**src/rtl/psum_col_collector.sv**
```systemverilog
// rtl/psum_col_collector.sv - per-column psum FIFOs re-aligned into full rows
// Columns arrive skewed; the shared read pointer pairs the k-th write of every column.
module psum_col_collector #(
  parameter int col     = 8,
  parameter int psum_bw = 16,
  parameter int depth   = 16
) (
  input  logic                   clk,
  input  logic                   reset,
  input  logic [psum_bw*col-1:0] in,
  input  logic [col-1:0]         wr,
  input  logic                   rd,
  output logic                   o_full,
  output logic                   o_ready,
  output logic                   o_valid,
  output logic [psum_bw*col-1:0] out,
  output logic                   o_overflow
);

  localparam int AW = $clog2(depth);
  localparam logic [AW:0]   DEPTH_C = (AW+1)'(depth);
  localparam logic [AW:0]   CNT_ONE = (AW+1)'(1);
  localparam logic [AW-1:0] PTR_ONE = AW'(1);

  logic [psum_bw-1:0]     mem_q  [col][depth];
  logic [AW-1:0]          wptr_q [col];
  logic [AW-1:0]          wptr_d [col];
  logic [AW:0]            cnt_q  [col];
  logic [AW:0]            cnt_d  [col];
  logic [AW-1:0]          rptr_q, rptr_d;
  logic [psum_bw*col-1:0] out_q, out_d;
  logic                   valid_q, valid_d;
  logic                   ovf_q, ovf_d;

  logic [col-1:0] nonempty;
  logic [col-1:0] at_full;
  logic [col-1:0] accept;
  logic [col-1:0] drop;
  logic           pop;

  always_comb begin
    nonempty = '0;
    at_full  = '0;
    for (int c = 0; c < col; c++) begin
      nonempty[c] = (cnt_q[c] != '0);
      at_full[c]  = (cnt_q[c] == DEPTH_C);
    end
  end

  assign o_ready = &nonempty;
  assign o_full  = |at_full;
  assign pop     = rd & o_ready;

  // A pop in the same cycle frees one slot, so a full column can still accept.
  always_comb begin
    accept = '0;
    drop   = '0;
    for (int c = 0; c < col; c++) begin
      accept[c] = wr[c] & (~at_full[c] | pop);
      drop[c]   = wr[c] & at_full[c] & ~pop;
    end
  end

  always_comb begin
    for (int c = 0; c < col; c++) begin
      wptr_d[c] = wptr_q[c];
      cnt_d[c]  = cnt_q[c];
      if (accept[c]) begin
        wptr_d[c] = wptr_q[c] + PTR_ONE;
      end
      case ({accept[c], pop})
        2'b10:   cnt_d[c] = cnt_q[c] + CNT_ONE;
        2'b01:   cnt_d[c] = cnt_q[c] - CNT_ONE;
        default: cnt_d[c] = cnt_q[c];
      endcase
    end
    rptr_d  = pop ? rptr_q + PTR_ONE : rptr_q;
    out_d   = out_q;
    if (pop) begin
      for (int c = 0; c < col; c++) begin
        out_d[c*psum_bw +: psum_bw] = mem_q[c][rptr_q];
      end
    end
    valid_d = pop;
    ovf_d   = ovf_q | (|drop);
  end

  always_ff @(posedge clk) begin
    if (reset) begin
      for (int c = 0; c < col; c++) begin
        wptr_q[c] <= '0;
        cnt_q[c]  <= '0;
      end
      rptr_q  <= '0;
      out_q   <= '0;
      valid_q <= 1'b0;
      ovf_q   <= 1'b0;
    end else begin
      for (int c = 0; c < col; c++) begin
        wptr_q[c] <= wptr_d[c];
        cnt_q[c]  <= cnt_d[c];
      end
      rptr_q  <= rptr_d;
      out_q   <= out_d;
      valid_q <= valid_d;
      ovf_q   <= ovf_d;
    end
  end

  // Storage is not reset; stale entries are unreachable once the counts clear.
  always_ff @(posedge clk) begin
    for (int c = 0; c < col; c++) begin
      if (!reset && accept[c]) begin
        mem_q[c][wptr_q[c]] <= in[c*psum_bw +: psum_bw];
      end
    end
  end

  assign out        = out_q;
  assign o_valid    = valid_q;
  assign o_overflow = ovf_q;

endmodule

```
**config.mk**
```make
export PLATFORM = sky130hd
export DESIGN_NAME = psum_col_collector
export DESIGN_NICKNAME = d
export VERILOG_FILES = /design/src/rtl/psum_col_collector.sv
export SDC_FILE = /design/constraint.sdc
export NUM_CORES = 2
export LEC_CHECK = 0
export CAP_MARGIN = 10
export CORE_MARGIN = 2
export CORE_UTILIZATION = 45
export CTS_CLUSTER_DIAMETER = 50
export DETAILED_ROUTE_END_ITERATION = 12
export RECOVER_POWER = 100
export SYNTH_ARGS = -nofsm -noshare
export SYNTH_HDL_FRONTEND = slang
export SYNTH_SLANG_ARGS = --single-unit
```
**constraint.sdc**
```tcl
create_clock -name clk -period 5.3 [get_ports clk]
set_input_delay 0.795 -clock clk [delete_from_list [all_inputs] [get_ports clk]]
set_output_delay 0.795 -clock clk [all_outputs]
set_load 0.1 [all_outputs]
```
==> results by group <==
Timing
  – Final setup fails: 0
  – Clk_skew: 0.04270 ns
  – Unrepaired setup endpoints after global routing: false
  – Worst Tran Pin Value: 3.247 ns
  – Post-route minimum period: 4.791 ns
  – Total Neg Setup Slack: 0 ns
  – Final hold violations: 0
  – Max Freq: 208.7 MHz
  – Fin. max-slew vios: 1,103
  – Slew margin rel.: -116.5%
  – Post-route clock period utilization: 90.40%

Clock tree
  – CTS H-tree lvls: 4
  – Reg clk slew, reported paths: 0.06 ns
  – Post-CTS sizing: 0
  – CTS buffer count: 233
  – Postcts setup bufs: 0
  – Post-CTS Hold Buffers: 0
  – Clock sink count: 2,254
  – Max Root-Sink Buffers: 3
  – CTS tree: done
  – Clock root buffer master: clkbuf_16
  – Skew-Pair Late Insertion Delay: 0.89 ns

Setup path
  – Critical path fanouts, max: 16
  – Startpoint types: flip-flop
  – CP required: 5.77 ns
  – Critical path class: flip-flop to flip-flop
  – Setup crit end kind: flip-flop
  – Reg2reg setup slack: 0.51 ns
  – WP data arrival: 5.26 ns

Floorplanning
  – Die area: 197,000 sq um
  – Initial Util: 45.25%
  – Ports: 271
  – Core area: 192,400 sq um
  – Die X: 443.8 microns
  – Die Y-Extent: 443.8 microns
  – Row count: 161

Global routing
  – Initial antenna violation count: 35
  – Total grt overflow: 0
  – First-pass GRT wire length: 291.0 mm
  – Largest net degree at the start of global routing: 131
  – Vias in the first global route: 43,060
  – Total GRT Usage: 20.04%

Power and ir drop
  – Power Dens Cells: 361.6 nW/um^2
  – Leakage power: 30.99 nW
  – Peak supply drop: 0.2971 mV

Final layout
  – Synth-to-layout area growth: 15.50%
  – Footprint of the multi-input gates: 20,380 sq um
  – # fillers: 15,130
  – Sequential Area: 65,640 sq um
  – Layout cells sized above 1: 22.73%
  – Post-layout nets: 4,806
  – Final Util: 52.26%

Synthesis
  – Average size of a mapped cell: 20.75 sq um
  – Post-synth cell types: 46
  – Synth Net Count: 4,399
  – Yosys warnings: 0
  – Top cell type's share of synthesized area: 70.65%
  – EDFF count, synth: 2,048
  – Sequential fraction of the synthesis area: 75.39%
  – Commonest cells post-synth: edfxtp_1, mux4_2, nand2_1
  – Cell Area, Synth: 87,040 sq um
  – Cell taking the most area after synthesis: edfxtp_1
  – Synth Register Bits: 2,254
  – Commonest register cell after synthesis: edfxtp_1
  – Post-synthesis cell count: 4,194
  – Top-count cell post-synth: edfxtp_1
  – Post-synth ARST share: 0%
  – Top post-synthesis cells by area: edfxtp_1, mux4_2, dfxtp_1

Status
  – Status: finished with violations
  – Failing checks: capacitance limit, slew limit

Detailed routing
  – Wire length on met2: 99.32 mm
  – DRC: 0
  – Top routing layer in use: met5
  – M1 WL: 83.14 mm
  – First-pass DRT Iterations: 7
  – Post-route antenna net violation count: 0
  – Final WL: 196.0 mm
  – Avg WL per Cell: 26.70 microns
  – Initial DRC count: 3,427
  – Vias: 41,610
  – Via-per-instance ratio: 5.668
  – Met3 WL post-DR: 9.197 mm

Run
  – Maxcap violations: 58

Placement
  – Port bufs: 270
  – GPL Wtd Cong: 0.7553
  – DP Wirelength: 114.9 mm

Worst hold path
  – Hold WC Path Type: input port to flip-flop
registers in the layout, summed over array words and instances (netlist names):
signal	flops
mem_q	2048
out	128
cnt_q	40
wptr_q	32
rptr_q	4
o_overflow	1
o_valid	1
routing by layer:
| layer | global-route usage, % | vias to the layer above |
|---|---|---|
| met5 | 0 | - |
| met4 | 5.634 | 16 |
| met3 | 3.146 | 306 |
| met2 | 33.30 | 1046 |
| met1 | 27.65 | 22190 |
| li1 | - | 18060 |
power breakdown:
part | total (mW) | internal (mW) | switching (mW)
clock network | 16.1 | 9.23 | 6.82
registers | 19.6 | 19.5 | 0.0488
logic | 0.745 | 0.238 | 0.507
total | 36.4 | 29.0 | 7.38
final cells by class:
type,instances,area share (%)
repair buffers,392,3.548
clock buffers,314,6.254
diodes,7,0.01742
multi-input cells,1664,20.27
flip-flops and latches,2254,65.29
clock inverters,128,1.262
inverters,56,0.2165
well taps,2526,3.144
placed cells by master (no fill, tap or decap), drive strengths merged, types with 58 or more instances in the layout:
cell type,count
mux4,640
dfxtp,206
nand2,283
a21oi,207
nor2,141
inv,77
ha,58
clkbuf,391
clkinv,83
dlygate4sd3,259
edfxtp,2048
cell families (layout without fill, tap and decap cells):
group	count (synthesis)	count (layout)	share of synthesized area [%]
buf+inv	276	890	1.324
compound gates	298	298	1.975
flops	2254	2254	75.39
fa+ha+maj	66	66	1.018
mux	664	664	16.85
xor+xnor	21	21	0.2113
simple gates	615	615	3.226
other cells	0	7	0
through the flow:
step                      hold WS [ns]  instance area, sq um  power [mW]  worst slack (ns)  std cells
after CTS                       0.2737                101000       36.78            0.4012       7334
final                           0.3205                100500       36.36            0.5089       7341
after global routing            0.3095                100500       37.51            0.2363       7340
after detailed placement        0.4459                 93490       20.72             1.186       6892
after global placement          0.4436                 93490       20.69             1.211       6892
after floorplan                 0.4606                 87040       20.23             1.809       4194
worst max-delay path, cell delays in order (launching register included):
cell and delay [ns]:
dfxtp_1 0.40, nor4_1 0.11, nor2b_1 0.18, nor4_1 0.61, clkbuf_1 0.66, a31oi_1 0.48
nand3b_1 0.37, nor2_1 0.73, clkbuf_1 0.84
path summary, 6_finish.rpt:
check	from	end	cells past startpoint
hold / removal	reset	out[98]	2
setup / recovery	cnt_q[0][1]	mem_q[0][553]	8
setup reg to reg	cnt_q[0][1]	mem_q[0][553]	8
hold reg to reg	out[25]	out[25]	2
Power figures use the tool's default switching activity.
